[src/rtl/if_prefetch_stage_pkg.sv]
// Shared lc3b fetch-path types: machine word, queue entry, decode packet,
// the fetch FSM encoding and the packet builder applied to the queue head.
package if_prefetch_stage_pkg;

   localparam int unsigned WORD_W   = 16;
   localparam int unsigned OPCODE_W = 4;
   localparam int unsigned REG_W    = 3;

   typedef logic [WORD_W-1:0]   lc3b_word;
   typedef logic [OPCODE_W-1:0] lc3b_opcode;
   typedef logic [REG_W-1:0]    lc3b_reg;

   // Instructions are word aligned: sequential fetch advances by one word.
   localparam lc3b_word PC_STEP = 16'd2;

   // One prefetch queue slot: the fetch address and the word returned for it.
   typedef struct packed {
      lc3b_word pc;
      lc3b_word inst;
   } lc3b_fetch_entry;

   // Packet handed to decode.
   typedef struct packed {
      lc3b_word   pc;
      lc3b_word   inst;
      lc3b_opcode opcode;
      lc3b_reg    dr;
      lc3b_reg    sr1;
   } lc3b_ipacket;

   typedef enum logic [1:0] {
      IDLE    = 2'd0,
      FETCH   = 2'd1,
      DISCARD = 2'd2
   } fetch_state_e;

   // Builds the decode packet from a stored {pc, inst} pair.
   function automatic lc3b_ipacket ipacket_creator(input lc3b_fetch_entry entry);
      lc3b_ipacket p;
      p.pc     = entry.pc;
      p.inst   = entry.inst;
      p.opcode = entry.inst[15:12];
      p.dr     = entry.inst[11:9];
      p.sr1    = entry.inst[8:6];
      return p;
   endfunction

endpackage

[src/rtl/if_prefetch_stage_fetch_queue.sv]
// Circular prefetch FIFO of lc3b_fetch_entry slots.
// Ports:
//   clk, rst_n  clock, async active-low reset (pointers and count only)
//   flush       empties the queue at the next edge; overrides push/pop
//   push        write wr_data at the tail
//   pop         retire the head entry
//   wr_data     entry to store
//   head        entry at the read pointer (don't-care when count == 0)
//   count       number of stored entries, 0..DEPTH
// The caller never pushes when full nor pops when empty.
module if_prefetch_stage_fetch_queue
   import if_prefetch_stage_pkg::*;
#(
   parameter int unsigned  DEPTH = 4,
   localparam int unsigned PTR_W = $clog2(DEPTH),
   localparam int unsigned CNT_W = PTR_W + 1
) (
   input  logic            clk,
   input  logic            rst_n,
   input  logic            flush,
   input  logic            push,
   input  logic            pop,
   input  lc3b_fetch_entry wr_data,
   output lc3b_fetch_entry head,
   output logic [CNT_W-1:0] count
);

   lc3b_fetch_entry  mem [DEPTH];
   logic [PTR_W-1:0] rd_ptr;
   logic [PTR_W-1:0] wr_ptr;

   // Storage: no reset, contents only meaningful below count.
   always_ff @(posedge clk) begin
      if (push && !flush) begin
         mem[wr_ptr] <= wr_data;
      end
   end

   // Pointers wrap naturally because DEPTH is a power of two.
   always_ff @(posedge clk or negedge rst_n) begin
      if (!rst_n) begin
         rd_ptr <= '0;
         wr_ptr <= '0;
         count  <= '0;
      end else if (flush) begin
         rd_ptr <= '0;
         wr_ptr <= '0;
         count  <= '0;
      end else begin
         if (push) begin
            wr_ptr <= wr_ptr + PTR_W'(1);
         end
         if (pop) begin
            rd_ptr <= rd_ptr + PTR_W'(1);
         end
         count <= count + CNT_W'(push) - CNT_W'(pop);
      end
   end

   assign head = mem[rd_ptr];

endmodule

[src/rtl/if_prefetch_stage.sv]
// lc3b instruction fetch stage with a DEPTH-entry prefetch queue.
// Issues sequential word reads (one outstanding) into the queue and presents
// the queue head to decode with valid/ready. A redirect flushes the queue and
// restarts fetch at redirect_target; an in-flight response is dropped.
// Ports:
//   clk, rst_n          clock, async active-low reset
//   redirect_valid      flush and restart fetch at redirect_target
//   redirect_target     new fetch PC
//   out_ready           decode takes the head packet this cycle
//   packet              head packet built from stored {pc, inst}
//   packet_valid        head entry valid (suppressed during a redirect)
//   if_memaddr          registered request address
//   if_memread          read request, held until if_mem_resp
//   if_mem_byte_enable  always both bytes
//   if_mem_resp         one-cycle response strobe
//   if_mem_rdata        read data, valid with if_mem_resp
module if_prefetch_stage
   import if_prefetch_stage_pkg::*;
#(
   parameter int unsigned DEPTH    = 4,
   parameter lc3b_word    RESET_PC = 16'h0000
) (
   input  logic        clk,
   input  logic        rst_n,
   input  logic        redirect_valid,
   input  lc3b_word    redirect_target,
   input  logic        out_ready,
   output lc3b_ipacket packet,
   output logic        packet_valid,
   output lc3b_word    if_memaddr,
   output logic        if_memread,
   output logic [1:0]  if_mem_byte_enable,
   input  logic        if_mem_resp,
   input  lc3b_word    if_mem_rdata
);

   localparam int unsigned CNT_W = $clog2(DEPTH) + 1;

   fetch_state_e     state;
   fetch_state_e     state_n;
   lc3b_word         fpc;
   lc3b_word         fpc_n;
   lc3b_word         req_addr;
   lc3b_word         req_addr_n;
   lc3b_word         next_pc;
   logic [CNT_W-1:0] count;
   logic [CNT_W-1:0] count_next;
   logic             push;
   logic             pop;
   logic             room;
   lc3b_fetch_entry  head;
   lc3b_fetch_entry  wr_entry;

   // Queue handshake terms.
   assign push         = (state == FETCH) && if_mem_resp && !redirect_valid;
   assign packet_valid = (count != '0) && !redirect_valid;
   assign pop          = packet_valid && out_ready;
   assign next_pc      = redirect_valid ? redirect_target : fpc;
   assign wr_entry     = '{pc: req_addr, inst: if_mem_rdata};

   // Occupancy after this edge; a new request launches only if it will fit.
   always_comb begin
      count_next = count + CNT_W'(push) - CNT_W'(pop);
      if (redirect_valid) begin
         count_next = '0;
      end
   end

   assign room = (count_next < CNT_W'(DEPTH));

   // State and fetch-PC registers.
   always_ff @(posedge clk or negedge rst_n) begin
      if (!rst_n) begin
         state    <= IDLE;
         fpc      <= RESET_PC;
         req_addr <= RESET_PC;
      end else begin
         state    <= state_n;
         fpc      <= fpc_n;
         req_addr <= req_addr_n;
      end
   end

   // Next-state and PC sequencing.
   always_comb begin
      state_n    = state;
      fpc_n      = fpc;
      req_addr_n = req_addr;
      unique case (state)
         IDLE: begin
            if (room) begin
               req_addr_n = next_pc;
               fpc_n      = next_pc + PC_STEP;
               state_n    = FETCH;
            end else begin
               fpc_n = next_pc;
            end
         end
         FETCH: begin
            if (redirect_valid) begin
               if (if_mem_resp) begin
                  // Response retires the old request; relaunch at the target now.
                  req_addr_n = redirect_target;
                  fpc_n      = redirect_target + PC_STEP;
               end else begin
                  // Request still in flight: wait it out, then fetch the target.
                  fpc_n   = redirect_target;
                  state_n = DISCARD;
               end
            end else if (if_mem_resp) begin
               if (room) begin
                  req_addr_n = fpc;
                  fpc_n      = fpc + PC_STEP;
               end else begin
                  state_n = IDLE;
               end
            end
         end
         DISCARD: begin
            if (if_mem_resp) begin
               req_addr_n = next_pc;
               fpc_n      = next_pc + PC_STEP;
               state_n    = FETCH;
            end else begin
               fpc_n = next_pc;
            end
         end
         default: begin
            state_n = IDLE;
         end
      endcase
   end

   if_prefetch_stage_fetch_queue #(
      .DEPTH (DEPTH)
   ) u_queue (
      .clk     (clk),
      .rst_n   (rst_n),
      .flush   (redirect_valid),
      .push    (push),
      .pop     (pop),
      .wr_data (wr_entry),
      .head    (head),
      .count   (count)
   );

   assign packet             = ipacket_creator(head);
   assign if_memaddr         = req_addr;
   assign if_memread         = (state != IDLE);
   assign if_mem_byte_enable = 2'b11;

endmodule
[config.mk]
export PLATFORM = sky130hd
export DESIGN_NAME = if_prefetch_stage
export DESIGN_NICKNAME = d
export VERILOG_FILES = /design/src/rtl/if_prefetch_stage_pkg.sv /design/src/rtl/if_prefetch_stage_fetch_queue.sv /design/src/rtl/if_prefetch_stage.sv
export SDC_FILE = /design/constraint.sdc
export NUM_CORES = 1
export LEC_CHECK = 0
export CAP_MARGIN = 0
export CORE_UTILIZATION = 25
export CTS_BUF_LIST = sky130_fd_sc_hd__clkbuf_4 sky130_fd_sc_hd__clkbuf_8
export CTS_CLUSTER_SIZE = 14
export DETAILED_ROUTE_END_ITERATION = 12
export GPL_TIMING_DRIVEN = 0
export PLACE_DENSITY = 0.44
export RECOVER_POWER = 25
export SYNTH_ARGS = -nofsm -noshare
export SYNTH_HDL_FRONTEND = slang
export SYNTH_SLANG_ARGS = --single-unit
[constraint.sdc]
create_clock -name clk -period 3.99 [get_ports clk]
set_input_delay 0.798 -clock clk [delete_from_list [all_inputs] [get_ports clk]]
set_output_delay 0.798 -clock clk [all_outputs]
set_load 0.01 [all_outputs]
### Yosys cells after proc, flatten, opt, wreduce, memory -nomap -nowiden

Memories as Yosys holds them, arrays and structs flattened.
Cells that the tools add are included.

* output and inout port bits: 62
* flip-flop bits (word level): 41
* bits of input ports: 37
* logic and storage cells: 68
* memories kept: 1
* memory bits (writable): 128

Memory list
* u_queue.mem: words 4, bits a word 32, rd ports 1, clocked after Yosys merged registers in 0, wr ports 1, line if_prefetch_stage_fetch_queue.sv:28 `lc3b_fetch_entry mem [DEPTH];`

* reductions and logical operators: 15
* eq/ne operators: 9
* $add $sub $neg: 7
* muxes and demuxes: 29
* magnitude comparators: 1

Operators by type and width (number)
* 16-bit two-way mux: 13
* 16-bit one-hot mux with 3 select lines: 2
* 16-bit by 2-bit adder with 16-bit output, second input constant: 3
* 2-bit two-way mux: 10
* 3-bit inequality test, second input constant: 4
* 5-bit AND reduction: 2
* 2-bit inequality test, second input constant: 3
* 2-bit one-hot mux with 3 select lines: 1
* 2-bit nonzero test: 3
* 3-bit nonzero test: 2
* 1-bit logical AND: 5
* 2-bit by 1-bit adder with 2-bit output, second input constant: 2
* 3-bit by 1-bit adder with 3-bit output: 1
* 3-bit < comparator, second input constant: 1
* 3-bit two-way mux: 1
* 3-bit AND reduction: 1
* 3-bit by 1-bit subtractor with 3-bit output: 1
* 2-bit by 1-bit == test with 1-bit output, second input constant: 1
* 2-bit == test, second input constant: 1
* 2-bit logical NOT: 1
* 1-bit two-way mux: 2
* 1-bit logical NOT: 1

### Depth between registers and ports, before layout

Gate-level depths: netlist of the first run.

* depth after elaboration: 11
* mapped depth: 19
* mapped depth without buffers: 15

### Modules after synthesis

Synthesis of the first run repeated with hierarchy kept, for this count alone.

* cells, all modules: 626
* area, all modules: 8552.0 µm²

Modules (own cells, without submodules)
* if_prefetch_stage_fetch_queue: cells an instance 205, sequential area each 4018.9 µm², area each 5092.4 µm², times used 1
* if_prefetch_stage: cells an instance 421, sequential area each 850.8 µm², area each 3459.6 µm², times used 1

### Least setup slack after synthesis of the first run

OpenSTA, ideal clock, no wires.

* path type: input -> register
* start: input port redirect_valid
* end: register fpc[14]
* required time: 3.864 ns
* cell stages on the path: 17
* arrival time: 3.815 ns
* library setup time: 0.126 ns
* buffers on the path: 5
* setup slack: 0.049 ns
* path through: buf_2 buf_2 buf_2 buf_1 nor2_1 ha_1 inv_1 ha_1 inv_1 fa_1 xnor3_1 or2_1 buf_6 a31oi_4 or3b_1 o21ai_1 a221o_1

* longest elaborated chain between the ends: 8
* elaborated cells between the ends (all ways): 17
* those cells by class: 3 x add/sub; 1 x order compare; 2 x eq/ne; 6 x mux; 5 x reduce/logical

Ends and longest elaborated chain
* start, declared: line if_prefetch_stage.sv:25 `input logic redirect_valid,`
* 1-bit logical NOT: line if_prefetch_stage.sv:55, if_prefetch_stage.sv:56
* 1-bit logical AND, on equally long branches: line if_prefetch_stage.sv:55, if_prefetch_stage.sv:56
* 3-bit by 1-bit adder with 3-bit output / 1-bit logical AND (equally long branches): line if_prefetch_stage.sv:63, if_prefetch_stage.sv:57
* 3-bit by 1-bit subtractor with 3-bit output: line if_prefetch_stage.sv:63 `count_next = count + CNT_W'(push) - CNT_W'(pop);`
* 3-bit two-way mux: line if_prefetch_stage.sv:64 `if (redirect_valid) begin`
* 3-bit < comparator: line if_prefetch_stage.sv:69 `assign room = (count_next < CNT_W'(DEPTH));`
* 3-bit inequality test (no line) / 16-bit two-way mux (equally long branches)
* 3-bit AND reduction (no line) / 16-bit one-hot mux with 3 select lines (equally long branches)
* end signal, assigned: line if_prefetch_stage.sv:79 `fpc <= fpc_n;`
* end, declared: line if_prefetch_stage.sv:41 `lc3b_word fpc;`

Several ways; a longest one is shown, not always the timed one.
A chain may end at the register's enable or synchronous reset.

### Worst setup path after layout of the first run

* start: input port if_mem_resp
* end: register req_addr[10], in the netlist if_memaddr[10]

* longest elaborated chain between the ends: 8
* elaborated cells between the ends (all ways): 11
* those cells by class: 2 x add/sub; 1 x order compare; 4 x eq/ne; 1 x mux; 3 x reduce/logical

Ends and longest elaborated chain
* start, declared: line if_prefetch_stage.sv:33 `input logic if_mem_resp,`
* 1-bit logical AND (*) (2 in a row): line if_prefetch_stage.sv:55 `assign push = (state == FETCH) && if_mem_resp && !redirect_valid;`
* 3-bit by 1-bit adder with 3-bit output (*): line if_prefetch_stage.sv:63
* 3-bit by 1-bit subtractor with 3-bit output (*): line if_prefetch_stage.sv:63
* 3-bit two-way mux (*): line if_prefetch_stage.sv:64
* via count_next[2]: line if_prefetch_stage.sv:47 `logic [CNT_W-1:0] count_next;`
* 3-bit < comparator (*): line if_prefetch_stage.sv:69
* 3-bit inequality test (no line) / 2-bit inequality test (equally long branches)
* 5-bit AND reduction (no line) (*)
* end signal, assigned: line if_prefetch_stage.sv:80 `req_addr <= req_addr_n;`
* end, declared: line if_prefetch_stage.sv:43 `lc3b_word req_addr;`

Mark *: on every way through the listed nets, which the timed path passes. The rest lies on a longest branch.

==> flow_metrics.tcl, run 1 <==
set metrics [dict create \
    num_vias 5567 \
    r2r_cells 16 \
    cp-end-kind "flop" \
    final_antenna_net_count 0 \
    syn-instance-count 621 \
    antenna_cells 0 \
    globalplace.congestion 0.8427 \
    post_cts_buffers 0 \
    antenna_found_initial 0 \
    nets 784 \
    die_y_microns 183.7 \
    die_w_microns 183.7 \
    cp.arrival_ps 4120 \
    hold_buffers 0 \
    power.switching_mw 2.677 \
    clock_latency_ps 480 \
    ys_seq_elements 169 \
    crit_type "input pin to flop" \
    tightest_slew_ps 1729 \
    clk_pin_slew_ps 120 \
    grt_start_max_net_pins 30 \
    synth_edf_count 128 \
    clkPwrFrac_pct 18.1 \
    cts.sinks 169 \
    setup_viol_count_final 0 \
    numCtsBuffers 17 \
    dominantRegCellSynth "edfxtp_1" \
    relSlewSlack_pct -15.26 \
    final_layout_size_suffix_gt1_share_pct 17.16 \
    p_int_mw 4.071 \
    violations "capacitance limit, slew limit" \
    crit_path_start_kind "input pin" \
    fill_cells 3318 \
    ios 99 \
    ys_seq_area_share_pct 58.98 \
    pwr-share-seq_pct 37.3 \
    first_pass_iters 4 \
    syn_to_final_growth_pct 23.52 \
    utilization_pct 31.35 \
    synth.distinct_cells 65 \
    core_area_sq_mm 0.03254 \
    port_buffers 88 \
    finalWorstSetupSlack_ps 189.6 \
    grt_use_total_pct 14.04 \
    hold_viol_final 0 \
    drc_errors 0 \
    gr-total-overflow 0 \
    yosys_warnings 0 \
    post_drt_wl_per_cell_microns 19.20 \
    initial_core_util_pct 25.38 \
    drtIter0Drc 422 \
    cts-root-buf "clkbuf_8" \
    die-area_sq_mm 0.03376 \
    finalCriticalPeriod_ps 3800 \
    avgSynthCellArea_sq_um 13.30 \
    cp.required_ps 4310 \
    path_max_fanout 10 \
    place_ws_ps -1693 \
    max_cap_viol_count 1 \
    swShare_pct 39.67 \
    hp-class "input pin to asynchronous set/reset pin" \
    fin_setup_tns_ps 0 \
    rsz0062_at_grt "no" \
    async_flop_share_pct 24.26 \
    slew_viol_final 27 \
    via_per_inst 4.686 \
    tritoncts "yes" \
    rrSetupSlack_ps 350 \
    p_per_area_mw_per_mm2 661.6 \
    cts-htree-levels 4 \
    min_period_over_period_pct 95.25 \
    cts_buffer_depth 2 \
    hpwl_mm 16.07 \
    cellLeakagePower_nw 3.462 \
    clock_skew_ps 32.37 \
    ir_worst_vdd_v 0.0003535 \
    comb_power_share_pct 44.6 \
    wirelength_mm 22.80 \
    grt_pass1_vias 5523 \
    grt_pass1_wl_mm 35.02 \
    synth_area_sq_mm 0.008257 \
    outcome "complete, but fails checks" \
    max_freq_mhz 263.1 \
    row_count 66 \
]
==> what timing repair did <==
item | in CTS | in global routing
gates resized for setup | 14 | 10
endpoints found under the hold margin | 0 | 0
endpoints found under the setup margin | 35 | 31
==> critical path, cell delays in order <==
cell and delay [ps]:
buf_2 160, buf_2 320, buf_2 340, nand2_1 250
nor2_2 230, ha_1 180, inv_1 50, fa_1 360
xnor3_2 300, or2_1 240, buf_6 150, clkinv_4 90
o21ai_0 80, nand2_1 200, clkbuf_4 260, o21ai_0 100
==> path summary, 6_finish.rpt <==
kind                                 startpoint                         end
setup / recovery                    if_mem_resp  if_memaddr[10]$_DFFE_PN0P_
hold reg to reg              fpc[0]$_DFFE_PN0P_          fpc[0]$_DFFE_PN0P_
min in group clk             fpc[0]$_DFFE_PN0P_          fpc[0]$_DFFE_PN0P_
max in group asynchronous                 rst_n  if_memaddr[13]$_DFFE_PN0P_
hold / removal                            rst_n          fpc[7]$_DFFE_PN0P_
setup reg to reg           state[1]$_DFFE_PN0P_  if_memaddr[10]$_DFFE_PN0P_
==> synth_stat cells (2+ instances only) <==
| cell type | count | area, sq um |
|---|---|---|
| o211ai_1 | 4 | 30.03 |
| o21ai_0 | 41 | 205.2 |
| nand4b_1 | 5 | 43.79 |
| o31ai_1 | 2 | 15.01 |
| and2_1 | 4 | 25.02 |
| xor2_1 | 16 | 140.1 |
| mux4_2 | 32 | 720.7 |
| nand2_1 | 54 | 202.7 |
| o21ai_1 | 2 | 10.01 |
| o21a_1 | 2 | 15.01 |
| buf_6 | 2 | 22.52 |
| buf_2 | 19 | 95.09 |
| clkbuf_2 | 4 | 20.02 |
| o22ai_1 | 4 | 25.02 |
| dfrtp_1 | 41 | 1026 |
| nand3b_1 | 4 | 30.03 |
| a221oi_1 | 3 | 26.28 |
| and3_1 | 2 | 12.51 |
| xnor2_1 | 29 | 254.0 |
| o221ai_1 | 4 | 35.03 |
| nor2b_1 | 6 | 37.54 |
| nand4_1 | 13 | 81.33 |
| o2bb2ai_1 | 2 | 17.52 |
| mux2i_1 | 19 | 190.2 |
| edfxtp_1 | 128 | 3844 |
| nor3_1 | 14 | 70.07 |
| nor2_1 | 26 | 97.59 |
| nand2b_1 | 4 | 25.02 |
| nand3_1 | 17 | 85.08 |
| a211oi_1 | 4 | 30.03 |
| a21oi_1 | 19 | 95.09 |
| nor4_1 | 6 | 37.54 |
| clkbuf_1 | 15 | 56.30 |
| buf_4 | 13 | 97.59 |
| ha_1 | 13 | 162.7 |
| inv_1 | 18 | 67.56 |
| a221o_1 | 2 | 20.02 |
==> sequential cells by signal (all words and copies together) (netlist names) <==
| name | cells |
|---|---|
| u_queue.wr_ptr | 2 |
| state | 2 |
| u_queue.mem | 128 |
| if_memaddr | 16 |
| u_queue.rd_ptr | 2 |
| u_queue.count | 3 |
| fpc | 16 |
==> cell type report <==
class	instances	area [sq um]	share of cell area, %
Buffer	53	321.6	3.153
Clock buffer	17	234.0	2.294
Clock inverter	15	156.4	1.534
Inverter	19	76.32	0.7484
Multi-Input combinational cell	380	3034	29.75
Sequential cell	169	4870	47.75
Tap cell	442	553.0	5.423
Timing Repair Buffer	93	953.4	9.349
==> logic make-up (layout without fill, tap and decap cells) <==
family / Yosys count / count (layout) / share of synthesized area, %
AND/OR/NAND/NOR: 161 / 161 / 9.698
other: 1 / 2 / 0.04542
XOR/XNOR: 46 / 46 / 5.046
flip-flops: 169 / 169 / 58.98
adder cells (fa/ha/maj): 14 / 14 / 2.213
buffers and inverters: 73 / 197 / 4.500
AO/OA/AOI/OAI: 106 / 106 / 8.486
multiplexers: 51 / 51 / 11.03
==> power by group through the flow <==
stage / clock network [mW] / registers [mW] / logic, mW
final: 1.22 / 2.52 / 3.01
after global routing: 1.33 / 2.57 / 3.28
after CTS: 1.27 / 2.52 / 3.04
after detailed placement: 0 / 2.56 / 3.00
after global placement: 0 / 2.56 / 3.00
after floorplan: 0 / 2.51 / 1.79
==> cell usage in the layout, fill, tap and decap left out, types with 4 or more instances in the layout <==
| cell type | n |
|---|---|
| clkdlybuf4s50_1 | 86 |
| nand3_1 | 17 |
| edfxtp_1 | 128 |
| buf_2 | 15 |
| o21ai_0 | 41 |
| mux4_2 | 32 |
| clkbuf_8 | 17 |
| clkbuf_2 | 6 |
| mux2i_1 | 19 |
| o221ai_1 | 4 |
| inv_6 | 5 |
| a21oi_1 | 19 |
| nor2b_1 | 6 |
| ha_1 | 12 |
| o211ai_1 | 4 |
| nand3b_1 | 4 |
| nand2b_1 | 4 |
| xor2_1 | 16 |
| buf_4 | 17 |
| nand2_1 | 54 |
| a211oi_1 | 4 |
| inv_1 | 18 |
| nor4_1 | 6 |
| dfrtp_1 | 41 |
| and2_2 | 4 |
| buf_12 | 4 |
| xnor2_1 | 29 |
| clkbuf_1 | 13 |
| nor2_1 | 25 |
| nand4b_1 | 5 |
| o22ai_1 | 4 |
| nand4_1 | 13 |
| nor3_1 | 14 |
==> per-layer routing <==
layer | vias up | track usage [%] | part of all wire [%]
met4 | 0 | 4.567 | 1.8
li1 | 2551 | - | -
met1 | 2787 | 19.21 | 47
met2 | 196 | 21.89 | 45
met3 | 33 | 3.189 | 6.0
met5 | - | 0 | 0
==> per-stage QoR <==
stage	instances	hold slack [ps]	area, sq um	total power, mW
after floorplan	622	473.1	8260	4.297
after global placement	1152	498.1	9694	5.554
after detailed placement	1157	494.1	9794	5.558
after CTS	1188	232.3	10210	6.824
after global routing	1188	491.2	10200	7.183
final	1188	443.0	10200	6.748
(Power assumes the default switching activity.)
==> inputs of run 2 (changes only) <==
GPL_TIMING_DRIVEN = 1   (was 0)
==> flow_metrics.tcl, run 2 (synthesis results as in run 1) <==
set metrics [dict create \
    post_cts_buffers 0 \
    post_drt_wl_per_cell_microns 18.69 \
    hp-class "flop to flop" \
    initial_core_util_pct 25.38 \
    p_per_area_mw_per_mm2 664.4 \
    grt_start_max_net_pins 33 \
    relSlewSlack_pct -31.23 \
    min_period_over_period_pct 87.88 \
    pwr-share-seq_pct 38.8 \
    max_cap_viol_count 1 \
    antenna_cells 0 \
    die_w_microns 183.7 \
    power.switching_mw 2.570 \
    cp-end-kind "flop" \
    mostFrequentLayoutCell "edfxtp_1" \
    violations "capacitance limit, slew limit" \
    globalplace.congestion 0.8244 \
    swShare_pct 37.95 \
    path_max_fanout 6 \
    hpwl_mm 15.34 \
    comb_power_share_pct 42.4 \
    fin_area_sq_mm 0.01019 \
    slew_viol_final 30 \
    port_buffers 96 \
    place_ws_ps 2.721 \
    cp.arrival_ps 3850 \
    hold_viol_final 0 \
    ir_worst_vdd_v 0.0002277 \
    via_per_inst 4.711 \
    rsz0062_at_grt "no" \
    largest_reg_flops 128 \
    outcome "complete, but fails checks" \
    syn_to_final_growth_pct 23.44 \
    setup_viol_count_final 0 \
    cts-resized-gates 0 \
    rrSetupSlack_ps 480 \
    clock_latency_ps 460 \
    die_y_microns 183.7 \
    hold_buffers 0 \
    drtIter0Drc 473 \
    final_antenna_net_count 0 \
    numCtsBuffers 17 \
    grt_pass1_vias 5604 \
    num_vias 5507 \
    wirelength_mm 21.85 \
    cts-root-buf "clkbuf_8" \
    final_cells 1169 \
    gr-total-overflow 0 \
    grt_pass1_wl_mm 33.82 \
    crit_path_start_kind "flop" \
    grt_use_total_pct 13.39 \
    cellLeakagePower_nw 3.428 \
    nets 765 \
    dpl_cell_area_sq_mm 0.009771 \
    row_count 66 \
    final_layout_size_suffix_gt1_share_pct 15.13 \
    cp.required_ps 4340 \
    p_int_mw 4.201 \
    crit_type "flop to flop" \
    fin_setup_tns_ps 0 \
    core_area_sq_mm 0.03254 \
    largest_register "u_queue.mem" \
    final_cell_mix "edfxtp_1 (128), clkdlybuf4s50_1 (87), nand2_1 (54)" \
    tightest_slew_ps 1969 \
    die-area_sq_mm 0.03376 \
    holdWs_ps 532.3 \
    numPlacedInstances 1137 \
    utilization_pct 31.33 \
    tritoncts "yes" \
    first_pass_iters 5 \
    cts-htree-levels 4 \
    p_total_mw 6.771 \
    ios 99 \
    finalCriticalPeriod_ps 3506 \
    antenna_found_initial 0 \
    clkPwrFrac_pct 18.8 \
    cts.sinks 169 \
    cts_buffer_depth 2 \
    clock_skew_ps 15.93 \
    finalWorstSetupSlack_ps 483.7 \
    drc_errors 0 \
    max_freq_mhz 285.2 \
    clk_pin_slew_ps 100 \
]
run 2: worst max-delay path, cell delays in order, from the launching register on:
cell and delay [ps]:
dfrtp_1 430, nor3_1 330, nand2b_1 200, nor2_1 50
ha_1 270, inv_1 50, ha_1 130, inv_1 40
fa_1 360, xnor3_1 200, or2_1 360, o21ai_1 520
nor2_1 150, a221o_1 320
run 2: power by group through the flow:
stage                     sequential [mW]  clock, mW  combinational [mW]
after floorplan                      2.51          0                1.79
after global placement               2.65          0                2.89
after detailed placement             2.67          0                2.89
after CTS                            2.63       1.32                2.91
after global routing                 2.68       1.39                3.14
final                                2.63       1.27                2.87
run 2: worst paths after layout:
path / start / cells past startpoint / to
min in group asynchronous: rst_n / 1 / fpc[9]$_DFFE_PN0P_
max in group asynchronous: rst_n / 1 / if_memaddr[6]$_DFFE_PN0P_
min: fpc[0]$_DFFE_PN0P_ / 1 / fpc[0]$_DFFE_PN0P_
min reg2reg: fpc[0]$_DFFE_PN0P_ / 1 / fpc[0]$_DFFE_PN0P_
max: u_queue.count[1]$_DFF_PN0_ / 13 / fpc[14]$_DFFE_PN0P_
max reg2reg: u_queue.count[1]$_DFF_PN0_ / 13 / fpc[14]$_DFFE_PN0P_
run 2: cell type report:
class	instances	area (sq um)
Clock buffer	18	241.5
Clock inverter	14	181.4
Fill cell	3314	22340
Inverter	19	76.32
Multi-Input combinational cell	380	3024
Sequential cell	169	4871
Tap cell	442	553.0
Timing Repair Buffer	127	1245
run 2: layer usage:
metal  up-vias  global-route usage (%)  part of all wire [%]  wire [microns]
met5         -                       0                     0               0
met4         0                   3.467                   1.0             225
met3        17                   2.734                   4.8            1052
met2       177                   21.58                    47           10270
met1      2793                   18.28                    47           10310
li1       2520                       -                     -               -
